File: config.mk
export PLATFORM = sky130hd
export DESIGN_NAME = cla_adder_pipe_flat
export DESIGN_NICKNAME = d
export VERILOG_FILES = /design/src/rtl/cla_adder_pipe_if.sv /design/src/rtl/cla_adder_pipe.sv /design/src/flat_wrapper.sv
export SDC_FILE = /design/constraint.sdc
export NUM_CORES = 1
export LEC_CHECK = 0
export BUFFER_PORTS_ARGS = -buffer_cell sky130_fd_sc_hd__buf_2
export CAP_MARGIN = 10
export CORE_MARGIN = 2
export CORE_UTILIZATION = 57
export DETAILED_ROUTE_END_ITERATION = 10
export PLACE_DENSITY = 0.79
export SYNTH_ARGS = -nofsm -noshare
export SYNTH_HDL_FRONTEND = slang
export SYNTH_SLANG_ARGS = --single-unit
File: constraint.sdc
create_clock -name clk -period 1.8 [get_ports clk]
set_clock_uncertainty 0.1 [all_clocks]
set_input_delay 0.18 -clock clk [delete_from_list [all_inputs] [get_ports clk]]
set_output_delay 0.18 -clock clk [all_outputs]
set_load 0.005 [all_outputs]
File: src/rtl/cla_adder_pipe_if.sv
// Streaming operand/result bundle for cla_adder_pipe.
// master drives operands and consumes results; slave is the adder.
interface cla_adder_pipe_if #(
  parameter int unsigned WIDTH = 16
);
  logic             in_valid;
  logic             in_ready;
  logic [WIDTH-1:0] a;
  logic [WIDTH-1:0] b;
  logic             c_in;
  logic             sub;
  logic             out_valid;
  logic             out_ready;
  logic [WIDTH-1:0] sum;
  logic             c_out;
  logic             overflow;

  modport master (
    output in_valid, a, b, c_in, sub, out_ready,
    input  in_ready, out_valid, sum, c_out, overflow
  );

  modport slave (
    input  in_valid, a, b, c_in, sub, out_ready,
    output in_ready, out_valid, sum, c_out, overflow
  );
endinterface

File: src/rtl/cla_adder_pipe.sv
// Pipelined carry-look-ahead adder/subtractor: one 4-bit CLA group per stage,
// inter-group carry registered, valid/ready with a single global advance enable.
module cla_adder_pipe #(
  parameter int unsigned WIDTH      = 16,
  parameter bit          SIGNED_OVF = 1'b1
) (
  input  logic            clk,
  input  logic            rst_n,
  cla_adder_pipe_if.slave s_if
);
  localparam int unsigned NG = WIDTH / 4;

  if (((WIDTH % 4) != 0) || (WIDTH < 4)) begin : g_width_check
    $error("cla_adder_pipe: WIDTH=%0d must be a non-zero multiple of 4", WIDTH);
  end

  // Returns {carry out of bit 3, carry into bit 3, sum[3:0]}.
  function automatic logic [5:0] cla4(input logic [3:0] ga, input logic [3:0] gb,
                                      input logic ci);
    logic [3:0] g;
    logic [3:0] p;
    logic [4:0] c;
    g    = ga & gb;
    p    = ga ^ gb;
    c[0] = ci;
    c[1] = g[0] | (p[0] & c[0]);
    c[2] = g[1] | (p[1] & g[0]) | (p[1] & p[0] & c[0]);
    c[3] = g[2] | (p[2] & g[1]) | (p[2] & p[1] & g[0]) | (p[2] & p[1] & p[0] & c[0]);
    c[4] = g[3] | (p[3] & g[2]) | (p[3] & p[2] & g[1]) | (p[3] & p[2] & p[1] & g[0])
         | ((&p) & c[0]);
    return {c[4], c[3], p ^ c[3:0]};
  endfunction

  logic             w_adv;
  logic [WIDTH-1:0] w_a_eff;
  logic [WIDTH-1:0] w_b_eff;
  logic             w_ci_eff;
  logic             w_ov;

  logic [WIDTH-1:0] r_a [NG];
  logic [WIDTH-1:0] r_b [NG];
  logic [WIDTH-1:0] r_s [NG];
  logic [NG-1:0]    r_v;
  logic [NG-1:0]    r_c;
  logic             r_ov;

  logic [WIDTH-1:0] w_sa    [NG];
  logic [WIDTH-1:0] w_sb    [NG];
  logic [WIDTH-1:0] w_ss    [NG];
  logic [WIDTH-1:0] w_snext [NG];
  logic [5:0]       w_grp   [NG];
  logic [NG-1:0]    w_sci;
  logic [NG-1:0]    w_sv;

  assign w_adv         = !r_v[NG-1] || s_if.out_ready;
  assign s_if.in_ready = w_adv;

  // Subtract folds into the operands once; idle beats are forced to zero so
  // undefined inputs never enter the datapath.
  assign w_a_eff  = s_if.in_valid ? s_if.a : '0;
  assign w_b_eff  = s_if.in_valid ? (s_if.sub ? ~s_if.b : s_if.b) : '0;
  assign w_ci_eff = s_if.in_valid & (s_if.sub ? ~s_if.c_in : s_if.c_in);

  always_comb begin
    w_sa[0]  = w_a_eff;
    w_sb[0]  = w_b_eff;
    w_ss[0]  = '0;
    w_sci[0] = w_ci_eff;
    w_sv[0]  = s_if.in_valid;
    for (int unsigned k = 1; k < NG; k++) begin
      w_sa[k]  = r_a[k-1];
      w_sb[k]  = r_b[k-1];
      w_ss[k]  = r_s[k-1];
      w_sci[k] = r_c[k-1];
      w_sv[k]  = r_v[k-1];
    end
  end

  always_comb begin
    for (int unsigned k = 0; k < NG; k++) begin
      w_grp[k]            = cla4(w_sa[k][4*k +: 4], w_sb[k][4*k +: 4], w_sci[k]);
      w_snext[k]          = w_ss[k];
      w_snext[k][4*k +: 4] = w_grp[k][3:0];
    end
    w_ov = SIGNED_OVF ? (w_grp[NG-1][4] ^ w_grp[NG-1][5]) : 1'b0;
  end

  always_ff @(posedge clk or negedge rst_n) begin
    if (!rst_n) begin
      r_v  <= '0;
      r_c  <= '0;
      r_ov <= 1'b0;
      for (int unsigned k = 0; k < NG; k++) begin
        r_a[k] <= '0;
        r_b[k] <= '0;
        r_s[k] <= '0;
      end
    end else if (w_adv) begin
      r_v  <= w_sv;
      r_ov <= w_ov;
      for (int unsigned k = 0; k < NG; k++) begin
        r_a[k] <= w_sa[k];
        r_b[k] <= w_sb[k];
        r_s[k] <= w_snext[k];
        r_c[k] <= w_grp[k][5];
      end
    end
  end

  assign s_if.out_valid = r_v[NG-1];
  assign s_if.sum       = r_s[NG-1];
  assign s_if.c_out     = r_c[NG-1];
  assign s_if.overflow  = r_ov;
endmodule

File: src/flat_wrapper.sv
// flat-port wrapper written by rule: the top's interface ports become plain ports
module cla_adder_pipe_flat 
#(
  parameter int unsigned WIDTH      = 16,
  parameter bit          SIGNED_OVF = 1'b1
)
  (clk, rst_n, s_if_in_valid, s_if_a, s_if_b, s_if_c_in, s_if_sub, s_if_out_ready, s_if_in_ready, s_if_out_valid, s_if_sum, s_if_c_out, s_if_overflow);
  cla_adder_pipe_if #(.WIDTH(WIDTH)) s_if_i ();
  input  logic clk;
  input  logic rst_n;
  input wire logic [$bits(s_if_i.in_valid)-1:0] s_if_in_valid;
  input wire logic [$bits(s_if_i.a)-1:0] s_if_a;
  input wire logic [$bits(s_if_i.b)-1:0] s_if_b;
  input wire logic [$bits(s_if_i.c_in)-1:0] s_if_c_in;
  input wire logic [$bits(s_if_i.sub)-1:0] s_if_sub;
  input wire logic [$bits(s_if_i.out_ready)-1:0] s_if_out_ready;
  output wire logic [$bits(s_if_i.in_ready)-1:0] s_if_in_ready;
  output wire logic [$bits(s_if_i.out_valid)-1:0] s_if_out_valid;
  output wire logic [$bits(s_if_i.sum)-1:0] s_if_sum;
  output wire logic [$bits(s_if_i.c_out)-1:0] s_if_c_out;
  output wire logic [$bits(s_if_i.overflow)-1:0] s_if_overflow;
  assign s_if_i.in_valid = s_if_in_valid;
  assign s_if_i.a = s_if_a;
  assign s_if_i.b = s_if_b;
  assign s_if_i.c_in = s_if_c_in;
  assign s_if_i.sub = s_if_sub;
  assign s_if_i.out_ready = s_if_out_ready;
  assign s_if_in_ready = s_if_i.in_ready;
  assign s_if_out_valid = s_if_i.out_valid;
  assign s_if_sum = s_if_i.sum;
  assign s_if_c_out = s_if_i.c_out;
  assign s_if_overflow = s_if_i.overflow;
  cla_adder_pipe #(.WIDTH(WIDTH), .SIGNED_OVF(SIGNED_OVF)) u_core (.clk(clk), .rst_n(rst_n), .s_if(s_if_i));
endmodule
# Yosys cells after proc, flatten, opt, wreduce, memory -nomap -nowiden
# Index checks and enable logic that the tools add are counted.
# word_totals
reg_bits	145
elab_cells	139
output_inout_bits	20
input_bits	38
# op_classes
n_mux	4
n_bitwise	116
reduce_logical	6
# ops
op	count
1-bit AND	61
16-bit two-way mux	3
1-bit bitwise OR	40
4-bit bitwise XOR	8
4-bit AND	4
16-bit inverter	1
4-bit AND reduction	4
1-bit logical NOT	1
1-bit logical OR	1
1-bit two-way mux	1
1-bit inverter	1
1-bit bitwise XOR	1

# Logic depth before layout (Yosys ltp)
# depth
ltp_word	9
ltp_mapped	8
mapped_depth_nobuf	7

# Worst setup path before layout
# No wires, ideal clock.
# synth_timing
path_type	input to register
start	in s_if_sub
end	reg u_core.r_s[51] (netlist bit)
stages	8
setup_ps	104
slack_ps	-340
t_arrival_ps	1936
n_path_buf	1
t_required_ps	1596
path_cell_list	buf_6 xor2_1 and2_1 ha_1 and3_1 a221o_1 or4b_1 o311ai_1
# synth_between
elab_chain_len	8
word_cells_on_any_way	15
cone_classes	mux (3); bitwise (12)
# synth_rtl
element	line	text
from (decl)	flat_wrapper.sv:15	input wire logic [$bits(s_if_i.sub)-1:0] s_if_sub;
16-bit two-way mux (2 in series)	cla_adder_pipe.sv:61	assign w_b_eff = s_if.in_valid ? (s_if.sub ? ~s_if.b : s_if.b) : '0;
4-bit bitwise XOR or 4-bit AND (tied branches)	cla_adder_pipe.sv:24, cla_adder_pipe.sv:23	
1-bit AND	cla_adder_pipe.sv:28	c[3] = g[2] | (p[2] & g[1]) | (p[2] & p[1] & g[0]) | (p[2] & p[1] & p[0] & c[0]);
1-bit bitwise OR or 1-bit AND (tied branches) (2 in series)	cla_adder_pipe.sv:28	
1-bit bitwise OR	cla_adder_pipe.sv:28	
4-bit bitwise XOR *	cla_adder_pipe.sv:31	return {c[4], c[3], p ^ c[3:0]};
to (signal, indexed assignment)	cla_adder_pipe.sv:104	r_s[k] <= w_snext[k];
to (decl)	cla_adder_pipe.sv:42	logic [WIDTH-1:0] r_s [NG];
# Mark *: on every way between the ends. The rest lies on a longest branch, timed or not.
# A chain may end at the register's enable or synchronous reset.

# Worst setup path after layout
# layout_timing
start	in s_if_b[1]
end	reg u_core.r_s[51] (netlist bit)
# layout_between
elab_chain_len	9
word_cells_on_any_way	14
cone_classes	mux (2); bitwise (12)
# layout_rtl
element	line	text
from (decl)	flat_wrapper.sv:13	input wire logic [$bits(s_if_i.b)-1:0] s_if_b;
16-bit inverter	cla_adder_pipe.sv:61	
16-bit two-way mux * (2 in series)	cla_adder_pipe.sv:61	
4-bit AND or 4-bit bitwise XOR (tied branches)	cla_adder_pipe.sv:23, cla_adder_pipe.sv:24	
1-bit AND	cla_adder_pipe.sv:28	
1-bit bitwise OR or 1-bit AND (tied branches) (2 in series)	cla_adder_pipe.sv:28	
1-bit bitwise OR *	cla_adder_pipe.sv:28	
4-bit bitwise XOR *	cla_adder_pipe.sv:31	
# Marked as above.

==> impl_metrics.py <==
metrics = {
    "sta": {
        "holdWs_ns": 0.00953,
        "hold_violations": 0,
        "grt_setup_unrepaired": "false",
        "tightest_slew_ns": 0.454,
        "final-setup-viol-count": 0,
        "fmax_ghz": 0.582,
        "fin_crit_sh_pct": 95.5,
        "final.setup.worst_slack_ns": 0.0804,
        "drv_slew": 0,
        "min_period_ns": 1.72,
        "relSlewSlack_pct": 69.8,
    },
    "setup_path": {
        "criticalPathCategory": "in -> reg",
        "critPathRequiredTime_ns": 1.94,
        "start_kind": "input pin",
        "cp_max_fo": 3,
        "r2r_setup_slack_ns": 0.09,
        "crit_path_end_kind": "flop",
        "arrival_ns": 1.86,
    },
    "clock_network": {
        "cts-root-buf": "clkbuf_8",
        "path_clk_slew_ns": 0.10,
        "cts_tree": "built",
        "worstSkewPairLatency_ns": 0.35,
        "cts_buffers": 9,
        "cts_htree_levels": 3,
        "cts.sinks": 97,
        "clk_path_buf_depth": 2,
    },
    "final_layout": {
        "diodes": 0,
        "drive_gt1_share_pct": 19.6,
        "fill_cells": 590,
        "area_growth_syn_to_layout_pct": 19.5,
        "nNetsFinal": 603,
        "layout_common_cells": "nand2_1 (186), dfrtp_1 (97), buf_2 (55)",
        "final_common_cell": "nand2_1",
    },
    "global_route": {
        "grt_overflow": 0,
        "grt_max_degree": 40,
        "grtUsageTotal_pct": 21.8,
        "grt_pass1_vias": 3362,
        "grt_first_pass_wirelength_um": 14800,
        "antenna_found_initial": 0,
    },
    "synth": {
        "ys_seq_area_share_pct": 54.4,
        "syn_area_um2": 4460,
        "postSynthCellCount": 481,
        "ys_ff_latch": 97,
        "ys_types": 32,
        "syn_avg_cell_area_um2": 9.28,
        "yosys_warnings": 0,
        "synthesis.nets": 539,
    },
    "route": {
        "vias": 3347,
        "via_per_inst": 5.13,
        "drc_errors": 0,
        "routed_wl_um": 8380,
        "wl_per_cell_um": 12.8,
        "first_iter_violations": 133,
        "drt_pass1_iterations": 5,
        "ant_nets": 0,
    },
    "power_and_ir_drop": {
        "switchingPower_mw": 2.60,
        "power_density_nw_per_um2": 1460,
        "netSwitchingFraction_pct": 33.4,
        "seqPwrFrac_pct": 44.4,
        "p_leak_nw": 2.77,
        "vdd_drop_max_mv": 0.538,
        "power_mw": 7.77,
        "internal_power_mw": 5.17,
        "power.share.clock_pct": 23.7,
        "pwr-share-comb_pct": 31.9,
    },
    "floorplan": {
        "die_h_um": 92.5,
        "die_w_um": 92.5,
        "num_rows": 32,
        "dieArea_um2": 8560,
        "start_util_pct": 58.4,
        "ioPinCount": 58,
        "core_area_um2": 7650,
    },
    "placement": {
        "place_ws_ns": -0.370,
        "port_buffers": 57,
        "gp_congestion": 0.746,
        "hpwl_um": 5750,
    },
    "min_path": {
        "hold_path.class": "in -> reg",
    },
    "status": {
        "status": "completed",
    },
    "job": {
        "cap_violations": 0,
    },
}
per-layer routing:
layer	wire length [µm]	global-route usage (%)	part of all wire, %	up-vias
met1	3620	27.6	43	1607
met3	302	3.74	3.6	6
met4	83	7.09	0.99	0
met2	4370	38.1	52	71
li1	-	-	-	1663
met5	0	0	0	-
state kept, by name (all words and copies together) (netlist names):
name                  count
u_core.r_b               24
u_core.r_c                4
u_core.s_if.overflow      1
u_core.r_v                4
u_core.r_a               24
u_core.r_s               24
u_core.s_if.sum          16
synthesized netlist by cell type:
cell type  number  share of area, %
a211oi_1        8               1.3
a21o_1          3              0.50
a21oi_1        15               1.7
a221o_1         1              0.22
a221oi_1        1              0.20
and2_1          9               1.3
and3_1          1              0.14
buf_1           2              0.17
buf_2           1              0.11
buf_4          16               2.7
buf_6           1              0.25
clkbuf_1       20               1.7
dfrtp_1        97                54
fa_1            4               1.8
ha_1           16               4.5
inv_1           9              0.76
inv_2           1             0.084
mux2_2          1              0.25
mux2i_1         2              0.45
nand2_1       186                16
nand2b_1        1              0.14
nand3_1        12               1.3
nor2_1         14               1.2
nor2b_1         1              0.14
nor3_1          2              0.22
o21ai_0        26               2.9
o21bai_1        3              0.50
o22ai_1         1              0.14
o311ai_1        1              0.20
or4b_1          1              0.22
xnor2_1        17               3.3
xor2_1          8               1.6
kinds of logic after synthesis:
logic type                 count (synthesis)  share of synthesized area [%]
buffers and inverters                     50                           5.75
xor gates and xnor gates                  25                           4.90
AOI/OAI and AO/OA                         59                           7.71
muxes                                      3                          0.701
DFF                                       97                           54.4
adders and majority gates                 20                           6.28
and+or+nand+nor                          227                           20.3
cell type report:
class / instances / area [µm²] / share of cell area, %
Inverter: 10 / 37.5 / 0.704
Clock inverter: 7 / 146 / 2.75
Tap cell: 102 / 128 / 2.39
Timing Repair Buffer: 93 / 624 / 11.7
Clock buffer: 9 / 124 / 2.32
Sequential cell: 97 / 2430 / 45.5
Multi-Input combinational cell: 334 / 1850 / 34.6
power by group through the flow:
stage	Combinational, mW	Clock (mW)	Sequential (mW)
2_1_floorplan	1.90	0	3.38
3_3_place_gp	2.29	0	3.45
3_5_place_dp	2.41	0	3.49
4_1_cts	2.46	1.86	3.45
5_1_grt	2.85	1.97	3.55
6_report	2.48	1.84	3.45
stage by stage:
step / cells / setup TNS (ns) / instance area (µm²) / utilization, %
global placement: 621 / -0.371 / 4890 / 63.9
CTS: 652 / 0 / 5300 / 69.4
detailed placement: 621 / -0.608 / 4890 / 63.9
floorplan: 481 / -0.282 / 4510 / -
global route: 652 / 0 / 5330 / 69.7
finish: 652 / 0 / 5330 / 69.7
worst paths after layout:
check,from,endpoint,cells past startpoint
worst max-delay path,s_if_b[1],u_core.r_s[51],8
worst min-delay path,s_if_b[11],u_core.r_b[59],3
max in group asynchronous,rst_n,u_core.r_b[62],3
worst max register to register,u_core.r_b[40],u_core.r_c[2],5
worst min register to register,u_core.s_if.sum[0],u_core.s_if.sum[0],2
min in group asynchronous,rst_n,u_core.s_if.sum[6],2
critical path: stages:
cell      delay, ns
buf_2          0.10
xor2_1         0.16
and2_4         0.17
ha_4           0.19
and3_4         0.14
a221o_1        0.31
or4b_1         0.52
o311ai_1       0.09
repair_timing:
action	4_1_cts	5_1_grt
pin swaps	3	9
hold buffers	14	0
endpoints found under the setup margin	1	7
setup buffers	1	0
endpoints found under the hold margin	44	0
resized for setup	0	8
Note: power is estimated with default switching activity, not from simulation.
